==> config.mk <==
export PLATFORM = sky130hd
export DESIGN_NAME = wb_stage_pipe_flat
export DESIGN_NICKNAME = d
export VERILOG_FILES = /design/src/rtl/wb_pkg.sv /design/src/rtl/wb_stage_pipe_if.sv /design/src/rtl/wb_load_align.sv /design/src/rtl/wb_stage_pipe.sv /design/src/flat_wrapper.sv
export SDC_FILE = /design/constraint.sdc
export NUM_CORES = 1
export LEC_CHECK = 0
export CAP_MARGIN = 20
export CELL_PAD_IN_SITES_DETAIL_PLACEMENT = 0
export CELL_PAD_IN_SITES_GLOBAL_PLACEMENT = 1
export CORE_MARGIN = 4
export CORE_UTILIZATION = 33
export CTS_BUF_LIST = sky130_fd_sc_hd__clkbuf_16
export DETAILED_ROUTE_END_ITERATION = 10
export PLACE_DENSITY = 0.79
export SLEW_MARGIN = 30
export SYNTH_ARGS = -nofsm -noshare
export SYNTH_HDL_FRONTEND = slang
export SYNTH_SLANG_ARGS = --single-unit
==> constraint.sdc <==
create_clock -name cpu_clk -period 8.3 [get_ports cpu_clk]
set_clock_uncertainty 0.2 [all_clocks]
set_input_delay 0.83 -clock cpu_clk [delete_from_list [all_inputs] [get_ports cpu_clk]]
set_output_delay 0.83 -clock cpu_clk [all_outputs]
set_load 0.01 [all_outputs]
==> src/rtl/wb_pkg.sv <==
// Shared types and encodings for the registered write-back stage.
package wb_pkg;

    typedef enum logic [0:0] {
        WB_IDLE = 1'b0,
        WB_WAIT = 1'b1
    } wb_state_e;

    localparam logic [1:0] LWLR_NONE = 2'b00;
    localparam logic [1:0] LWLR_LWL  = 2'b01;
    localparam logic [1:0] LWLR_LWR  = 2'b10;

    // A halfword occupies two adjacent lanes starting on an even lane.
    localparam logic [1:0] HALF_PAIR = 2'b11;
    localparam int unsigned LANE_W   = 32'd8;
    localparam int unsigned HALF_W   = 32'd16;

endpackage

==> src/rtl/wb_stage_pipe_if.sv <==
// MEM-stage to write-back bundle: instruction fields, data-memory response and commit outputs.
interface wb_stage_pipe_if #(
    parameter int DATA_W = 32,
    parameter int REG_AW = 5
);
    logic                  mem_valid_i;
    logic                  wb_ready_o;
    logic                  flush_i;
    logic [REG_AW-1:0]     mem_wa_i;
    logic                  mem_wreg_i;
    logic [DATA_W-1:0]     mem_wd_i;
    logic                  mem_mreg_i;
    logic [DATA_W/8-1:0]   mem_dre_i;
    logic                  mem_sext_i;
    logic [1:0]            mem_lwlr_i;
    logic                  mem_whilo_i;
    logic [2*DATA_W-1:0]   mem_hilo_i;
    logic                  cp0_we_i;
    logic [REG_AW-1:0]     cp0_waddr_i;
    logic [DATA_W-1:0]     cp0_wdata_i;
    logic [DATA_W-1:0]     dm_rdata_i;
    logic                  dm_rvalid_i;
    logic                  wb_stall_o;
    logic [REG_AW-1:0]     wb_wa_o;
    logic                  wb_wreg_o;
    logic [DATA_W-1:0]     wb_wd_o;
    logic                  wb_whilo_o;
    logic [2*DATA_W-1:0]   wb_hilo_o;
    logic                  cp0_we_o;
    logic [REG_AW-1:0]     cp0_waddr_o;
    logic [DATA_W-1:0]     cp0_wdata_o;

    modport master (
        output mem_valid_i, flush_i, mem_wa_i, mem_wreg_i, mem_wd_i, mem_mreg_i,
               mem_dre_i, mem_sext_i, mem_lwlr_i, mem_whilo_i, mem_hilo_i,
               cp0_we_i, cp0_waddr_i, cp0_wdata_i, dm_rdata_i, dm_rvalid_i,
        input  wb_ready_o, wb_stall_o, wb_wa_o, wb_wreg_o, wb_wd_o, wb_whilo_o,
               wb_hilo_o, cp0_we_o, cp0_waddr_o, cp0_wdata_o
    );

    modport slave (
        input  mem_valid_i, flush_i, mem_wa_i, mem_wreg_i, mem_wd_i, mem_mreg_i,
               mem_dre_i, mem_sext_i, mem_lwlr_i, mem_whilo_i, mem_hilo_i,
               cp0_we_i, cp0_waddr_i, cp0_wdata_i, dm_rdata_i, dm_rvalid_i,
        output wb_ready_o, wb_stall_o, wb_wa_o, wb_wreg_o, wb_wd_o, wb_whilo_o,
               wb_hilo_o, cp0_we_o, cp0_waddr_o, cp0_wdata_o
    );
endinterface

==> src/rtl/wb_load_align.sv <==
// Combinational load extraction: lane select, sign/zero extension, optional LWL/LWR merge.
// The merge path is built only when WB_LWLR_EN is defined.
module wb_load_align
    import wb_pkg::*;
#(
    parameter int DATA_W    = 32,
    parameter int WORD_SWAP = 1
) (
    input  logic                mreg,
    input  logic [DATA_W/8-1:0] dre,
    input  logic                sext,
    input  logic [1:0]          lwlr,
    input  logic [DATA_W-1:0]   wd,
    input  logic [DATA_W-1:0]   rdata,
    output logic [DATA_W-1:0]   data
);
    localparam int LANES = DATA_W / 8;

    function automatic logic [DATA_W-1:0] swap_bytes(input logic [DATA_W-1:0] d);
        logic [DATA_W-1:0] r;
        r = {DATA_W{1'b0}};
        for (int i = 0; i < LANES; i++) begin
            r[LANE_W*i +: LANE_W] = d[LANE_W*(LANES-1-i) +: LANE_W];
        end
        return r;
    endfunction

    logic [LANE_W-1:0] byte_s;
    logic [HALF_W-1:0] half_s;
    logic              half_hit_s;
    logic [DATA_W-1:0] load_s;

    // Select the addressed byte/halfword/word and extend it to full width.
    always_comb begin
        byte_s     = {LANE_W{1'b0}};
        half_s     = {HALF_W{1'b0}};
        half_hit_s = 1'b0;
        for (int i = 0; i < LANES; i++) begin
            byte_s = byte_s | (rdata[LANE_W*i +: LANE_W] & {LANE_W{dre[i]}});
        end
        for (int k = 0; k < LANES/2; k++) begin
            half_s = half_s | (rdata[HALF_W*k +: HALF_W] &
                               {HALF_W{dre == (LANES'(HALF_PAIR) << (2*k))}});
            half_hit_s = half_hit_s | (dre == (LANES'(HALF_PAIR) << (2*k)));
        end
        if (dre == {LANES{1'b1}}) begin
            load_s = (WORD_SWAP != 0) ? swap_bytes(rdata) : rdata;
        end else if ($onehot(dre)) begin
            load_s = sext ? DATA_W'($signed(byte_s)) : DATA_W'(byte_s);
        end else if (half_hit_s) begin
            load_s = sext ? DATA_W'($signed(half_s)) : DATA_W'(half_s);
        end else begin
            load_s = {DATA_W{1'b0}};
        end
    end

`ifdef WB_LWLR_EN
    int                lo_s;
    int                hi_s;
    logic [DATA_W-1:0] shifted_s;
    logic [LANES-1:0]  mask_s;
    logic [DATA_W-1:0] merge_s;

    // Compact the enabled lanes toward the MSB (LWL) or LSB (LWR) and overlay them on wd.
    always_comb begin
        lo_s = 0;
        hi_s = 0;
        for (int i = LANES-1; i >= 0; i--) begin
            lo_s = dre[i] ? i : lo_s;
        end
        for (int i = 0; i < LANES; i++) begin
            hi_s = dre[i] ? i : hi_s;
        end
        if (lwlr == LWLR_LWL) begin
            shifted_s = rdata << (LANE_W * (LANES-1-hi_s));
            mask_s    = dre << (LANES-1-hi_s);
        end else begin
            shifted_s = rdata >> (LANE_W * lo_s);
            mask_s    = dre >> lo_s;
        end
        merge_s = wd;
        for (int j = 0; j < LANES; j++) begin
            merge_s[LANE_W*j +: LANE_W] = mask_s[j] ? shifted_s[LANE_W*j +: LANE_W]
                                                    : wd[LANE_W*j +: LANE_W];
        end
    end

    assign data = !mreg ? wd :
                  ((lwlr == LWLR_LWL) || (lwlr == LWLR_LWR)) ? merge_s : load_s;
`else
    logic unused_lwlr_s;
    assign unused_lwlr_s = ^lwlr;
    assign data          = mreg ? load_s : wd;
`endif

endmodule

==> src/rtl/wb_stage_pipe.sv <==
// Registered write-back stage: accepts MEM results, waits for late loads, pulses commit strobes.
// Optional LWL/LWR merge is enabled with WB_LWLR_EN.
module wb_stage_pipe
    import wb_pkg::*;
#(
    parameter int DATA_W    = 32,
    parameter int REG_AW    = 5,
    parameter int WORD_SWAP = 1
) (
    input  logic           cpu_clk,
    input  logic           rst,
    wb_stage_pipe_if.slave bus
);
    localparam int LANES = DATA_W / 8;

    wb_state_e state_r, next_state_s;
    logic      ready_s, take_s, commit_s, latch_s;

    logic [REG_AW-1:0]   hold_wa_r, hold_cp0_waddr_r;
    logic                hold_wreg_r, hold_sext_r, hold_whilo_r, hold_cp0_we_r;
    logic [DATA_W-1:0]   hold_wd_r, hold_cp0_wdata_r;
    logic [LANES-1:0]    hold_dre_r;
    logic [1:0]          hold_lwlr_r;
    logic [2*DATA_W-1:0] hold_hilo_r;

    logic [REG_AW-1:0]   sel_wa_s, sel_cp0_waddr_s;
    logic                sel_wreg_s, sel_mreg_s, sel_sext_s, sel_whilo_s, sel_cp0_we_s;
    logic [DATA_W-1:0]   sel_wd_s, sel_cp0_wdata_s, align_data_s;
    logic [LANES-1:0]    sel_dre_s;
    logic [1:0]          sel_lwlr_s;
    logic [2*DATA_W-1:0] sel_hilo_s;

    logic [REG_AW-1:0]   wa_r, cp0_waddr_r;
    logic                wreg_r, whilo_r, cp0_we_r;
    logic [DATA_W-1:0]   wd_r, cp0_wdata_r;
    logic [2*DATA_W-1:0] hilo_r;

    assign ready_s = (state_r == WB_IDLE);
    assign take_s  = bus.mem_valid_i & ready_s & ~bus.flush_i;

    // Next-state decode: a load without its data parks in WAIT; flush wins over rvalid there.
    always_comb begin
        next_state_s = state_r;
        commit_s     = 1'b0;
        latch_s      = 1'b0;
        case (state_r)
            WB_IDLE: begin
                if (take_s && bus.mem_mreg_i && !bus.dm_rvalid_i) begin
                    latch_s      = 1'b1;
                    next_state_s = WB_WAIT;
                end else begin
                    commit_s     = take_s;
                    next_state_s = WB_IDLE;
                end
            end
            WB_WAIT: begin
                if (bus.flush_i) begin
                    next_state_s = WB_IDLE;
                end else if (bus.dm_rvalid_i) begin
                    commit_s     = 1'b1;
                    next_state_s = WB_IDLE;
                end else begin
                    next_state_s = WB_WAIT;
                end
            end
            default: begin
                next_state_s = WB_IDLE;
            end
        endcase
    end

    // State register.
    always_ff @(posedge cpu_clk or posedge rst) begin
        if (rst) begin
            state_r <= WB_IDLE;
        end else begin
            state_r <= next_state_s;
        end
    end

    // Holding registers for an instruction waiting on its load data.
    always_ff @(posedge cpu_clk or posedge rst) begin
        if (rst) begin
            hold_wa_r        <= {REG_AW{1'b0}};
            hold_wreg_r      <= 1'b0;
            hold_wd_r        <= {DATA_W{1'b0}};
            hold_dre_r       <= {LANES{1'b0}};
            hold_sext_r      <= 1'b0;
            hold_lwlr_r      <= 2'b00;
            hold_whilo_r     <= 1'b0;
            hold_hilo_r      <= {(2*DATA_W){1'b0}};
            hold_cp0_we_r    <= 1'b0;
            hold_cp0_waddr_r <= {REG_AW{1'b0}};
            hold_cp0_wdata_r <= {DATA_W{1'b0}};
        end else if (latch_s) begin
            hold_wa_r        <= bus.mem_wa_i;
            hold_wreg_r      <= bus.mem_wreg_i;
            hold_wd_r        <= bus.mem_wd_i;
            hold_dre_r       <= bus.mem_dre_i;
            hold_sext_r      <= bus.mem_sext_i;
            hold_lwlr_r      <= bus.mem_lwlr_i;
            hold_whilo_r     <= bus.mem_whilo_i;
            hold_hilo_r      <= bus.mem_hilo_i;
            hold_cp0_we_r    <= bus.cp0_we_i;
            hold_cp0_waddr_r <= bus.cp0_waddr_i;
            hold_cp0_wdata_r <= bus.cp0_wdata_i;
        end
    end

    // Field source: live MEM inputs in IDLE, held copy in WAIT (held entries are always loads).
    always_comb begin
        if (state_r == WB_IDLE) begin
            sel_wa_s        = bus.mem_wa_i;
            sel_wreg_s      = bus.mem_wreg_i;
            sel_wd_s        = bus.mem_wd_i;
            sel_mreg_s      = bus.mem_mreg_i;
            sel_dre_s       = bus.mem_dre_i;
            sel_sext_s      = bus.mem_sext_i;
            sel_lwlr_s      = bus.mem_lwlr_i;
            sel_whilo_s     = bus.mem_whilo_i;
            sel_hilo_s      = bus.mem_hilo_i;
            sel_cp0_we_s    = bus.cp0_we_i;
            sel_cp0_waddr_s = bus.cp0_waddr_i;
            sel_cp0_wdata_s = bus.cp0_wdata_i;
        end else begin
            sel_wa_s        = hold_wa_r;
            sel_wreg_s      = hold_wreg_r;
            sel_wd_s        = hold_wd_r;
            sel_mreg_s      = 1'b1;
            sel_dre_s       = hold_dre_r;
            sel_sext_s      = hold_sext_r;
            sel_lwlr_s      = hold_lwlr_r;
            sel_whilo_s     = hold_whilo_r;
            sel_hilo_s      = hold_hilo_r;
            sel_cp0_we_s    = hold_cp0_we_r;
            sel_cp0_waddr_s = hold_cp0_waddr_r;
            sel_cp0_wdata_s = hold_cp0_wdata_r;
        end
    end

    wb_load_align #(
        .DATA_W    (DATA_W),
        .WORD_SWAP (WORD_SWAP)
    ) u_align (
        .mreg  (sel_mreg_s),
        .dre   (sel_dre_s),
        .sext  (sel_sext_s),
        .lwlr  (sel_lwlr_s),
        .wd    (sel_wd_s),
        .rdata (bus.dm_rdata_i),
        .data  (align_data_s)
    );

    // Commit registers: one-cycle strobes, payloads forced to zero when their strobe is low.
    always_ff @(posedge cpu_clk or posedge rst) begin
        if (rst) begin
            wreg_r      <= 1'b0;
            wa_r        <= {REG_AW{1'b0}};
            wd_r        <= {DATA_W{1'b0}};
            whilo_r     <= 1'b0;
            hilo_r      <= {(2*DATA_W){1'b0}};
            cp0_we_r    <= 1'b0;
            cp0_waddr_r <= {REG_AW{1'b0}};
            cp0_wdata_r <= {DATA_W{1'b0}};
        end else begin
            wreg_r      <= commit_s & sel_wreg_s;
            wa_r        <= (commit_s & sel_wreg_s) ? sel_wa_s : {REG_AW{1'b0}};
            wd_r        <= (commit_s & sel_wreg_s) ? align_data_s : {DATA_W{1'b0}};
            whilo_r     <= commit_s & sel_whilo_s;
            hilo_r      <= (commit_s & sel_whilo_s) ? sel_hilo_s : {(2*DATA_W){1'b0}};
            cp0_we_r    <= commit_s & sel_cp0_we_s;
            cp0_waddr_r <= (commit_s & sel_cp0_we_s) ? sel_cp0_waddr_s : {REG_AW{1'b0}};
            cp0_wdata_r <= (commit_s & sel_cp0_we_s) ? sel_cp0_wdata_s : {DATA_W{1'b0}};
        end
    end

    assign bus.wb_ready_o  = ready_s;
    assign bus.wb_stall_o  = (state_r == WB_WAIT);
    assign bus.wb_wreg_o   = wreg_r;
    assign bus.wb_wa_o     = wa_r;
    assign bus.wb_wd_o     = wd_r;
    assign bus.wb_whilo_o  = whilo_r;
    assign bus.wb_hilo_o   = hilo_r;
    assign bus.cp0_we_o    = cp0_we_r;
    assign bus.cp0_waddr_o = cp0_waddr_r;
    assign bus.cp0_wdata_o = cp0_wdata_r;

endmodule

==> src/flat_wrapper.sv <==
// flat-port wrapper written by rule: the top's interface ports become plain ports
module wb_stage_pipe_flat import wb_pkg::*;
#(
    parameter int DATA_W    = 32,
    parameter int REG_AW    = 5,
    parameter int WORD_SWAP = 1
)
  (cpu_clk, rst, bus_mem_valid_i, bus_flush_i, bus_mem_wa_i, bus_mem_wreg_i, bus_mem_wd_i, bus_mem_mreg_i, bus_mem_dre_i, bus_mem_sext_i, bus_mem_lwlr_i, bus_mem_whilo_i, bus_mem_hilo_i, bus_cp0_we_i, bus_cp0_waddr_i, bus_cp0_wdata_i, bus_dm_rdata_i, bus_dm_rvalid_i, bus_wb_ready_o, bus_wb_stall_o, bus_wb_wa_o, bus_wb_wreg_o, bus_wb_wd_o, bus_wb_whilo_o, bus_wb_hilo_o, bus_cp0_we_o, bus_cp0_waddr_o, bus_cp0_wdata_o);
  wb_stage_pipe_if #(.DATA_W(DATA_W), .REG_AW(REG_AW)) bus_i ();
  input  logic cpu_clk;
  input  logic rst;
  input wire logic [$bits(bus_i.mem_valid_i)-1:0] bus_mem_valid_i;
  input wire logic [$bits(bus_i.flush_i)-1:0] bus_flush_i;
  input wire logic [$bits(bus_i.mem_wa_i)-1:0] bus_mem_wa_i;
  input wire logic [$bits(bus_i.mem_wreg_i)-1:0] bus_mem_wreg_i;
  input wire logic [$bits(bus_i.mem_wd_i)-1:0] bus_mem_wd_i;
  input wire logic [$bits(bus_i.mem_mreg_i)-1:0] bus_mem_mreg_i;
  input wire logic [$bits(bus_i.mem_dre_i)-1:0] bus_mem_dre_i;
  input wire logic [$bits(bus_i.mem_sext_i)-1:0] bus_mem_sext_i;
  input wire logic [$bits(bus_i.mem_lwlr_i)-1:0] bus_mem_lwlr_i;
  input wire logic [$bits(bus_i.mem_whilo_i)-1:0] bus_mem_whilo_i;
  input wire logic [$bits(bus_i.mem_hilo_i)-1:0] bus_mem_hilo_i;
  input wire logic [$bits(bus_i.cp0_we_i)-1:0] bus_cp0_we_i;
  input wire logic [$bits(bus_i.cp0_waddr_i)-1:0] bus_cp0_waddr_i;
  input wire logic [$bits(bus_i.cp0_wdata_i)-1:0] bus_cp0_wdata_i;
  input wire logic [$bits(bus_i.dm_rdata_i)-1:0] bus_dm_rdata_i;
  input wire logic [$bits(bus_i.dm_rvalid_i)-1:0] bus_dm_rvalid_i;
  output wire logic [$bits(bus_i.wb_ready_o)-1:0] bus_wb_ready_o;
  output wire logic [$bits(bus_i.wb_stall_o)-1:0] bus_wb_stall_o;
  output wire logic [$bits(bus_i.wb_wa_o)-1:0] bus_wb_wa_o;
  output wire logic [$bits(bus_i.wb_wreg_o)-1:0] bus_wb_wreg_o;
  output wire logic [$bits(bus_i.wb_wd_o)-1:0] bus_wb_wd_o;
  output wire logic [$bits(bus_i.wb_whilo_o)-1:0] bus_wb_whilo_o;
  output wire logic [$bits(bus_i.wb_hilo_o)-1:0] bus_wb_hilo_o;
  output wire logic [$bits(bus_i.cp0_we_o)-1:0] bus_cp0_we_o;
  output wire logic [$bits(bus_i.cp0_waddr_o)-1:0] bus_cp0_waddr_o;
  output wire logic [$bits(bus_i.cp0_wdata_o)-1:0] bus_cp0_wdata_o;
  assign bus_i.mem_valid_i = bus_mem_valid_i;
  assign bus_i.flush_i = bus_flush_i;
  assign bus_i.mem_wa_i = bus_mem_wa_i;
  assign bus_i.mem_wreg_i = bus_mem_wreg_i;
  assign bus_i.mem_wd_i = bus_mem_wd_i;
  assign bus_i.mem_mreg_i = bus_mem_mreg_i;
  assign bus_i.mem_dre_i = bus_mem_dre_i;
  assign bus_i.mem_sext_i = bus_mem_sext_i;
  assign bus_i.mem_lwlr_i = bus_mem_lwlr_i;
  assign bus_i.mem_whilo_i = bus_mem_whilo_i;
  assign bus_i.mem_hilo_i = bus_mem_hilo_i;
  assign bus_i.cp0_we_i = bus_cp0_we_i;
  assign bus_i.cp0_waddr_i = bus_cp0_waddr_i;
  assign bus_i.cp0_wdata_i = bus_cp0_wdata_i;
  assign bus_i.dm_rdata_i = bus_dm_rdata_i;
  assign bus_i.dm_rvalid_i = bus_dm_rvalid_i;
  assign bus_wb_ready_o = bus_i.wb_ready_o;
  assign bus_wb_stall_o = bus_i.wb_stall_o;
  assign bus_wb_wa_o = bus_i.wb_wa_o;
  assign bus_wb_wreg_o = bus_i.wb_wreg_o;
  assign bus_wb_wd_o = bus_i.wb_wd_o;
  assign bus_wb_whilo_o = bus_i.wb_whilo_o;
  assign bus_wb_hilo_o = bus_i.wb_hilo_o;
  assign bus_cp0_we_o = bus_i.cp0_we_o;
  assign bus_cp0_waddr_o = bus_i.cp0_waddr_o;
  assign bus_cp0_wdata_o = bus_i.cp0_wdata_o;
  wb_stage_pipe #(.DATA_W(DATA_W), .REG_AW(REG_AW), .WORD_SWAP(WORD_SWAP)) u_core (.cpu_clk(cpu_clk), .rst(rst), .bus(bus_i));
endmodule
== After elaboration in Yosys (flattened, before gate mapping) ==
Cells that the tools add are included.
Word-level totals
  flip-flop bits (word level): 288
Cells by class
  add/subtract/negate cells: 3
  equality and inequality tests: 4
  multiplexer cells: 31
  bitwise gates (word level): 18
  reduce and logical (&&, ||, !) cells: 3
Operators by type and width (number)
  $mux W32: 10
  $mux W64: 2
  $and A16 B16 Y16: 2
  $and A8 B8 Y8: 4
  $or A8 B8 Y8: 3
  $mux W5: 4
  $or A16 B16 Y16: 1
  $mux W1: 12
  $eq A4 B4 Y1 const B: 2
  $and A1 B1 Y1: 5
  $add A1 B1 Y2: 2
  $eq A4 B2 Y1 const B: 1
  $mux W4: 1
  $pmux W1 S2: 2
  $add A2 B2 Y3: 1
  $eq A3 B1 Y1 const B: 1
  $logic_and A1 B1 Y1: 2
  $not A1 Y1: 2
  $logic_not A1 Y1: 1
  $or A1 B1 Y1: 1

== Longest topological paths before layout ==
Gate-level depths: netlist of the first run.
  depth after elaboration: 10
  gate-level depth with buffers: 12

== Modules after synthesis ==
A second synthesis of the first run with hierarchy kept.
Unflattened totals
  cell total of the unflattened synthesis: 957
  area total of the unflattened synthesis: 12690.9 µm²
Modules (own cells, without submodules)
  wb_stage_pipe: times used 1, cells each 786, area an instance 11542.3 µm²
  wb_load_align: times used 1, cells each 171, area an instance 1148.6 µm²

== Worst setup path before layout of the first run ==
No wires, ideal clock.
  path kind: input port to flip-flop
  start: input bus_mem_dre_i[3]
  end: register u_core.wd_r[1] (netlist: u_core.bus.wb_wd_o[1])
  data arrival time: 3295 ps
  required time: 7999 ps
  setup slack: 4705 ps
  stages: 11
  path buffers: 1
  cells stage by stage: mux2_2 inv_1 fa_1 inv_1 ha_1 ha_1 nor3b_2 clkbuf_1 a221oi_1 a31o_2 o32ai_1
On the way
  longest elaborated chain between the ends: 10
Ends and longest elaborated chain
  start, declared: line flat_wrapper.sv:18  | input wire logic [$bits(bus_i.mem_dre_i)-1:0] bus_mem_dre_i;
  $mux W4 (*): line wb_stage_pipe.sv:112  | if (state_r == WB_IDLE) begin
  $eq A4 B2 Y1 / $eq A4 B4 Y1 (equally long branches): line wb_load_align.sv:43, wb_load_align.sv:44
  $and A16 B16 Y16: line wb_load_align.sv:42  | half_s = half_s | (rdata[HALF_W*k +: HALF_W] &
  $or A16 B16 Y16: line wb_load_align.sv:42
  $mux W32: line wb_load_align.sv:51  | load_s = sext ? DATA_W'($signed(half_s)) : DATA_W'(half_s);
  $mux W32: line wb_load_align.sv:50  | end else if (half_hit_s) begin
  $mux W32: line wb_load_align.sv:48  | end else if ($onehot(dre)) begin
  $mux W32 (*): line wb_load_align.sv:46  | if (dre == {LANES{1'b1}}) begin
  $mux W32 (*): line wb_load_align.sv:93  | assign data = mreg ? load_s : wd;
  $mux W32 (*): line wb_stage_pipe.sv:168  | wd_r <= (commit_s & sel_wreg_s) ? align_data_s : {DATA_W{1'b0}};
  end signal, assigned: line wb_stage_pipe.sv:159  | wd_r <= {DATA_W{1'b0}};
  end signal, assigned: line wb_stage_pipe.sv:168
  end, declared: line wb_stage_pipe.sv:35  | logic [DATA_W-1:0] wd_r, cp0_wdata_r;
Every way passes the cells marked *; elsewhere a longest branch is shown, timed or not.
A chain may end at the register's enable or synchronous reset.

== Worst setup path in the final report of the first run ==
  start: input bus_mem_dre_i[3]
  end: register u_core.wd_r[18] (netlist: u_core.bus.wb_wd_o[18])
The elaborated chain is that of the path after synthesis.

==> impl_metrics.tcl, run 1 <==
set metrics [dict create \
    drcViolationCount 0 \
    tightest_slew_ps 843 \
    drive_above_1_share 0.169 \
    die_area_um2 35700 \
    grt_pass1_wl_um 47100 \
    synthDistinctLibCells 45 \
    cts_sinks 256 \
    cp_max_fo 16 \
    combPwrFrac 0.157 \
    final_area_um2 15300 \
    gp_congestion 0.810 \
    grt_use_total 0.162 \
    final_nets 1338 \
    portBuffers 326 \
    place_hpwl_um 20000 \
    yosys.area.top_type "dfrtp_1" \
    antenna_found_initial 3 \
    clock_latency_ps 540 \
    ant_nets 0 \
    ys_async_sr_fraction 1.00 \
    drtPass1Iterations 5 \
    met1_length_um 12300 \
    start_util 0.338 \
    relSlewSlack 0.438 \
    syn_area_um2 10800 \
    nFillCells 2922 \
    synth-edff-count 0 \
    ys.flop_type "dfrtp_1" \
    ys_ff_latch 256 \
    critical_path_required_ps 8500 \
    setup_tns_ps 0 \
    synthTopCellsByArea "dfrtp_1 (59%), mux2_2 (12%), mux2i_1 (9.9%), nor2_1 (4.0%), a21oi_1 (2.1%)" \
    p_sw_mw 0.770 \
    io_pins 329 \
    crit_type "in2reg" \
    multi_input_area_um2 4070 \
    ctsResizeCount 0 \
    ys_seq_area_frac 0.594 \
    hold_viol_final 0 \
    p_clk_frac 0.376 \
    clk_pin_slew_ps 60 \
    period_share 0.521 \
    grt_pass1_vias 8189 \
    fmax_mhz 231 \
    cts_tree "built" \
    yosys.cell_count.top_type "dfrtp_1" \
    worstPathBufferInverterCount 4 \
    grt_max_degree 114 \
    min_period_ps 4330 \
    outcome "finished clean" \
    cp-end-kind "flop" \
    synthTopCellsByCount "dfrtp_1 (256), mux2_2 (118), nor2_1 (114)" \
    drt_iter0_drc 442 \
    synthToLayoutAreaGrowth_pct 41.9 \
    num_vias 7843 \
    num_rows 65 \
    switching_share 0.245 \
    peakVddDrop_uv 169 \
    met3_length_um 2760 \
    drv_cap 0 \
    syn_nets 1028 \
    highest_layer "met5" \
    placed_cell_area_um2 14400 \
    routed_wl_um 29700 \
    cpLargestDelayFamily "adder cells" \
    numCtsBuffers 29 \
    p_int_mw 2.37 \
    dr_wl_met2_um 14000 \
    grt_setup_unrepaired "false" \
    seq_power_share 0.467 \
    core-area_um2 31900 \
    cts_root_buffer "clkbuf_16" \
    cts_buffer_depth 3 \
    path_cells "clkdlybuf4s50_1, mux2_2, inv_1, fa_1, inv_1, ha_1, ha_1, nor3b_2, buf_4, a31oi_2, nand3_4, a21oi_1" \
    die_w_um 189 \
    crit_arrival_ps 4530 \
    chipHeight_um 189 \
    grt_overflow 0 \
    slew_viol_final 0 \
    crit_path_top_delay_cell "clkdlybuf4s50_1" \
    cts_setup_buffers 0 \
    setup_violations 0 \
    synth.top_cell.area_share 0.594 \
    htreeDepth 1 \
    hold_class "reg2reg" \
    regArea_um2 6410 \
    p_leak_nw 6.37 \
    yosys_warnings 0 \
    start_kind "primary input" \
    critPathMaxStageDelay_ps 580 \
    p_per_area_nw_per_um2 205 \
    vias_per_cell 4.89 \
    synth_area_per_cell_um2 12.9 \
    routedWlPerCell_um 18.5 \
    synth_cells 837 \
    postCtsHoldBufs 0 \
]
==> sequential cells by signal (all words and copies together) (netlist names), 32 cells and up <==
signal,count
u_core.hold_hilo_r,64
u_core.bus.wb_wd_o,32
u_core.hold_cp0_wdata_r,32
u_core.bus.wb_hilo_o,64
u_core.bus.cp0_wdata_o,32
==> layout by cell type (no fill, tap or decap), drive strengths merged, types with 14 or more instances in the layout <==
cell type and count:
inv 18, nor2 115, dfrtp 256, mux2 121
mux2i 107, clkdlybuf4s50 326, clkbuf 29, o21ai 24
a22oi 14, a21oi 55
==> layout make-up <==
| class | count | area share |
|---|---|---|
| antenna | 2 | 0.000327 |
| clock buffer | 29 | 0.0474 |
| clock inverter | 22 | 0.00948 |
| inverter | 11 | 0.00319 |
| multi-input combinational | 511 | 0.266 |
| sequential | 256 | 0.419 |
| tap | 435 | 0.0355 |
| timing repair buffer | 338 | 0.220 |
==> power groups by stage <==
stage          combinational (mW)  clock [mW]  sequential, mW
5_1_grt                     0.543        1.28            1.49
3_5_place_dp                0.498           0            1.49
4_1_cts                     0.500        1.23            1.47
2_1_floorplan               0.290           0            1.48
3_3_place_gp                0.486           0            1.48
6_report                    0.493        1.18            1.47
==> final timing paths <==
kind / startpoint / endpoint / slack (ps) / cells past startpoint
max reg2reg: u_core.bus.wb_stall_o$_DFF_PP0_ / u_core.bus.wb_wd_o[18]$_DFF_PP0_ / 4090 / 9
min in group asynchronous: rst / u_core.bus.wb_wa_o[3]$_DFF_PP0_ / 630 / 2
max: bus_mem_dre_i[3] / u_core.bus.wb_wd_o[18]$_DFF_PP0_ / 3970 / 12
min reg2reg: u_core.hold_hilo_r[38]$_DFFE_PP0P_ / u_core.hold_hilo_r[38]$_DFFE_PP0P_ / 300 / 1
max in group asynchronous: rst / u_core.bus.wb_stall_o$_DFF_PP0_ / 6040 / 3
min: u_core.hold_hilo_r[38]$_DFFE_PP0P_ / u_core.hold_hilo_r[38]$_DFFE_PP0P_ / 300 / 1
==> cell families (layout without fill, tap and decap cells) <==
group	count (synthesis)	count (layout)	synth area share
adders and majority gates	5	5	0.00649
other	0	2	0
buffers and inverters	70	400	0.0300
muxes	228	228	0.227
and+or+nand+nor	146	146	0.0596
DFF	256	256	0.594
AOI/OAI and AO/OA	132	132	0.0835
==> layer usage <==
| layer | vias to the layer above | GRT usage |
|---|---|---|
| li1 | 3586 | - |
| met1 | 3932 | 0.202 |
| met2 | 282 | 0.273 |
| met3 | 41 | 0.0598 |
| met4 | 2 | 0.0348 |
| met5 | - | 0 |
==> through the flow <==
| step | setup slack [ps] | utilization | hold slack, ps | total power [mW] | std cells |
|---|---|---|---|---|---|
| floorplan | 228 | - | 275 | 1.77 | 837 |
| global placement | 3520 | 0.452 | 284 | 1.97 | 1551 |
| detailed placement | 3480 | 0.453 | 294 | 1.99 | 1551 |
| CTS | 4060 | 0.480 | 308 | 3.20 | 1602 |
| global route | 3750 | 0.480 | 310 | 3.31 | 1604 |
| finish | 3970 | 0.480 | 303 | 3.14 | 1604 |
No activity file was read; power rests on OpenSTA's default activity.
==> run 2, diff against run 1 <==
--- a/config.mk
+++ b/config.mk
@@ -9,10 +9,10 @@
 export CELL_PAD_IN_SITES_DETAIL_PLACEMENT = 0
 export CELL_PAD_IN_SITES_GLOBAL_PLACEMENT = 1
 export CORE_MARGIN = 4
-export CORE_UTILIZATION = 33
+export CORE_UTILIZATION = 37
 export CTS_BUF_LIST = sky130_fd_sc_hd__clkbuf_16
 export DETAILED_ROUTE_END_ITERATION = 10
-export PLACE_DENSITY = 0.79
+export PLACE_DENSITY = 0.83
 export SLEW_MARGIN = 30
 export SYNTH_ARGS = -nofsm -noshare
 export SYNTH_HDL_FRONTEND = slang
==> constraint.sdc (replaced) <==
create_clock -name cpu_clk -period 4.5 [get_ports cpu_clk]
set_clock_uncertainty 0.2 [all_clocks]
set_input_delay 0.45 -clock cpu_clk [delete_from_list [all_inputs] [get_ports cpu_clk]]
set_output_delay 0.45 -clock cpu_clk [all_outputs]
set_load 0.01 [all_outputs]
==> impl_metrics.tcl, run 2 (synthesis results as in run 1) <==
set metrics [dict create \
    outcome "finished clean" \
    slew_viol_final 0 \
    num_vias 7857 \
    min_period_ps 3600 \
    nFillCells 2493 \
    postCtsHoldBufs 0 \
    cts_buffer_depth 3 \
    start_util 0.376 \
    drcViolationCount 0 \
    gp_congestion 0.865 \
    crit_arrival_ps 3820 \
    synthToLayoutAreaGrowth_pct 41.7 \
    path_cells "mux2_2, inv_1, fa_1, inv_1, ha_1, ha_1, nor3b_2, buf_4, a221oi_1, a31o_2, o32ai_1" \
    p_leak_nw 6.38 \
    postLayoutCoreUtil 0.533 \
    chipHeight_um 179 \
    ant_nets 0 \
    cts_setup_buffers 0 \
    hold_class "in2async" \
    die_area_um2 32000 \
    drt_iter0_drc 489 \
    drv_cap 0 \
    cp-end-kind "flop" \
    crit_path_top_delay_cell "fa_1" \
    die_w_um 179 \
    drive_above_1_share 0.171 \
    io_pins 329 \
    fmax_mhz 278 \
    tightest_slew_ps 821 \
    grt_pass1_wl_um 44100 \
    routed_wl_um 28900 \
    grt_use_total 0.174 \
    p_per_area_nw_per_um2 372 \
    reg2regPathDepth 11 \
    cp_max_fo 13 \
    portBuffers 326 \
    routedWlPerCell_um 18.6 \
    num_rows 62 \
    clk_pin_slew_ps 60 \
    setup_tns_ps 0 \
    start_kind "flop" \
    grt_max_degree 84 \
    regArea_um2 6410 \
    grt_setup_unrepaired "false" \
    hold_viol_final 0 \
    setup_violations 0 \
    antenna_found_initial 4 \
    period_share 0.799 \
    place_hpwl_um 20000 \
    cts_tree "built" \
    cts_root_buffer "clkbuf_16" \
    htreeDepth 1 \
    relSlewSlack 0.453 \
    crit_type "reg2reg" \
    drtPass1Iterations 6 \
    final_nets 1341 \
    vias_per_cell 5.06 \
    whs_ps 141 \
    ctsResizeCount 0 \
    peakVddDrop_uv 237 \
    layout_common_cells "clkdlybuf4s50_1 (326), dfrtp_1 (255), mux2_2 (118), nor2_1 (114), mux2i_1 (107)" \
    critical_path_required_ps 4730 \
    multi_input_area_um2 4070 \
    core-area_um2 28700 \
    clock_latency_ps 530 \
    grt_pass1_vias 7945 \
    total_power_mw 5.69 \
    cts_sinks 256 \
    grt_overflow 0 \
    final_common_cell "clkdlybuf4s50_1" \
    numCtsBuffers 27 \
    critPathMaxStageDelay_ps 530 \
]
-- run 2: cell count changes in the layout (fill, tap and decap cells not counted), sizes merged --
cell and change:
buf +5, clkinv -6, clkinvlp +1, clkbuf -2, diode +1
-- run 2: power breakdown --
group | leakage (nW) | switching (mW) | internal [mW]
combinational | 2.63 | 0.383 | 0.538
clock | 0.421 | 0.870 | 1.19
sequential | 3.33 | 0.130 | 2.58
-- run 2: worst paths after layout --
kind,from,to,slack [ps]
max in group asynchronous,rst,u_core.bus.wb_stall_o$_DFF_PP0_,2970
hold reg to reg,u_core.hold_whilo_r$_DFFE_PP0P_,u_core.hold_whilo_r$_DFFE_PP0P_,300
min in group cpu_clk,u_core.hold_whilo_r$_DFFE_PP0P_,u_core.hold_whilo_r$_DFFE_PP0P_,300
hold / removal,rst,u_core.hold_hilo_r[45]$_DFFE_PP0P_,140
setup reg to reg,u_core.bus.wb_stall_o$_DFF_PP0_,u_core.bus.wb_wd_o[3]$_DFF_PP0_,900
setup / recovery,u_core.bus.wb_stall_o$_DFF_PP0_,u_core.bus.wb_wd_o[3]$_DFF_PP0_,900
-- run 2: through the flow --
step,setup slack [ps],instance area [um^2],instances
after floorplan,478,10800,837
after global placement,519,14400,1504
after detailed placement,485,14500,1505
after CTS,917,15300,1549
after global routing,669,15300,1552
final,903,15300,1552
-- run 2: cell type report --
| cell class | count | area share |
|---|---|---|
| clock inverter | 17 | 0.00819 |
| timing repair buffer | 343 | 0.227 |
| clock buffer | 27 | 0.0442 |
| sequential | 256 | 0.419 |
| antenna | 3 | 0.000491 |
| multi-input combinational | 511 | 0.266 |
| inverter | 11 | 0.00295 |
| tap | 384 | 0.0314 |
-- run 2: layer usage --
layer | routed length, um | share of wire | track usage
met3 | 2620 | 0.091 | 0.0586
met2 | 13700 | 0.47 | 0.277
met1 | 11600 | 0.40 | 0.223
met4 | 933 | 0.032 | 0.0595
met5 | 20 | 0.00069 | 0
-- run 2: worst max-delay path: cells and delay by family, from the launching register on --
kind	cells	cell delay, ps
AOI/OAI and AO/OA	3	610
adders and majority gates	3	1020
buffers and inverters	3	390
DFF	1	520
muxes	1	370
and+or+nand+nor	1	370
==> run 3, diff against run 2 <==
--- a/config.mk
+++ b/config.mk
@@ -9,10 +9,10 @@
 export CELL_PAD_IN_SITES_DETAIL_PLACEMENT = 0
 export CELL_PAD_IN_SITES_GLOBAL_PLACEMENT = 1
 export CORE_MARGIN = 4
-export CORE_UTILIZATION = 37
+export CORE_UTILIZATION = 33
 export CTS_BUF_LIST = sky130_fd_sc_hd__clkbuf_16
 export DETAILED_ROUTE_END_ITERATION = 10
-export PLACE_DENSITY = 0.83
+export PLACE_DENSITY = 0.79
 export SLEW_MARGIN = 30
 export SYNTH_ARGS = -nofsm -noshare
 export SYNTH_HDL_FRONTEND = slang
==> constraint.sdc (replaced) <==
create_clock -name cpu_clk -period 3.2 [get_ports cpu_clk]
set_clock_uncertainty 0.2 [all_clocks]
set_input_delay 0.32 -clock cpu_clk [delete_from_list [all_inputs] [get_ports cpu_clk]]
set_output_delay 0.32 -clock cpu_clk [all_outputs]
set_load 0.01 [all_outputs]
==> impl_metrics.tcl, run 3 (synthesis results as in run 1) <==
set metrics [dict create \
    outcome "finished clean" \
    crit_arrival_ps 3410 \
    clock_latency_ps 540 \
    slew_viol_final 0 \
    gp_congestion 0.862 \
    die_w_um 189 \
    grt_use_total 0.167 \
    p_leak_nw 6.59 \
    start_util 0.338 \
    period_share 0.977 \
    cp-end-kind "flop" \
    vias_per_cell 4.83 \
    grt_setup_unrepaired "true" \
    setup_tns_ps 0 \
    ant_nets 0 \
    routedWlPerCell_um 18.8 \
    htreeDepth 1 \
    crit_type "reg2reg" \
    grt_max_degree 67 \
    grt_overflow 0 \
    synthToLayoutAreaGrowth_pct 46.1 \
    num_vias 7900 \
    drt_iter0_drc 358 \
    crit_path_top_delay_cell "fa_1" \
    reg2regPathDepth 12 \
    placed_cells 1577 \
    chipHeight_um 189 \
    cts_sinks 256 \
    tightest_slew_ps 855 \
    fmax_mhz 320 \
    critical_path_required_ps 3480 \
    peakVddDrop_uv 428 \
    reg2reg_setup_slack_ps 70 \
    numCtsBuffers 30 \
    hold_class "in2async" \
    worstPathBufferInverterCount 4 \
    num_rows 65 \
    min_period_ps 3130 \
    path_cells "mux2_4, inv_2, fa_1, inv_2, ha_4, ha_4, nor3b_4, buf_6, a221o_1, buf_6, nand3_4, a21oi_2" \
    cts_tree "built" \
    path_depth 12 \
    start_kind "flop" \
    place_hpwl_um 21300 \
    grt_pass1_wl_um 48000 \
    drcViolationCount 0 \
    cts_root_buffer "clkbuf_16" \
    hold_viol_final 0 \
    clk_pin_slew_ps 60 \
    io_pins 329 \
    place_ws_ps -292 \
    relSlewSlack 0.430 \
    antenna_found_initial 0 \
    layout_common_cells "clkdlybuf4s50_1 (326), dfrtp_1 (255), mux2_2 (117), nor2_1 (114), mux2i_1 (107)" \
    portBuffers 326 \
    final_nets 1370 \
    drtPass1Iterations 5 \
    drive_above_1_share 0.202 \
    die_area_um2 35700 \
    routed_wl_um 30800 \
    cts_buffer_depth 3 \
    core-area_um2 31900 \
    grt_pass1_vias 8343 \
    final_common_cell "clkdlybuf4s50_1" \
    total_power_mw 8.34 \
    setup_violations 0 \
    p_per_area_nw_per_um2 529 \
    drv_cap 0 \
    fin_cells 1635 \
    setup_ws_ps 73.9 \
    postCtsHoldBufs 0 \
    critPathMaxStageDelay_ps 540 \
    cp_max_fo 8 \
    cpLargestDelayFamily "adder cells" \
]
==> run 3: what timing repair did <==
item,4_1_cts,5_1_grt
buffers inserted,2,1
setup endpoints to repair,17,31
pin swaps,2,6
gates resized for setup,4,15
gates cloned,1,1
==> run 3: area by class of cell <==
class                   count  area [um^2]
clock inverters            22          156
repair buffers            368         3690
diodes                      1         2.50
well taps                 435          544
flip-flops and latches    256         6410
fillers                  2817        16100
clock buffers              30          751
inverters                  11         45.0
multi-input cells         512         4160
==> run 3: where the power goes <==
part,internal [mW],switching (mW),total (mW)
clock,1.84,1.29,3.13
sequential,3.63,0.181,3.81
combinational,0.825,0.576,1.40
total,6.29,2.04,8.34
==> run 3: worst register-to-register path, delay by kind of cell, from the launching register on <==
family	cells	cell delay, ps
AO/OA/AOI/OAI	2	330
multiplexers	1	220
adder cells (fa/ha/maj)	3	920
flip-flops	1	520
AND/OR/NAND/NOR	2	480
buffers and inverters	4	390
==> run 3: through the flow <==
step                area [um^2]   util  hold WS [ps]
global route              15800  0.494          69.1
detailed placement        14700  0.462           293
CTS                       15700  0.492          31.0
finish                    15800  0.494          40.8
floorplan                 10800      -           187
global placement          14700  0.462           284
==> run 3: final timing paths <==
kind | startpoint | endpoint
min in group cpu_clk | bus_mem_hilo_i[35] | u_core.bus.wb_hilo_o[35]$_DFF_PP0_
worst min register to register | u_core.hold_sext_r$_DFFE_PP0P_ | u_core.hold_sext_r$_DFFE_PP0P_
worst min-delay path | rst | u_core.hold_hilo_r[7]$_DFFE_PP0P_
max in group asynchronous | rst | u_core.bus.cp0_wdata_o[17]$_DFF_PP0_
worst max-delay path | u_core.bus.wb_stall_o$_DFF_PP0_ | u_core.bus.wb_wd_o[18]$_DFF_PP0_
worst max register to register | u_core.bus.wb_stall_o$_DFF_PP0_ | u_core.bus.wb_wd_o[18]$_DFF_PP0_
==> run 3: per-layer routing <==
metal  part of all wire  vias to the layer above  track usage
li1                   -                     3657            -
met1               0.41                     3891        0.210
met2               0.48                      294        0.277
met3              0.087                       58       0.0580
met4              0.026                        0       0.0465
met5                  0                        -      0.00137
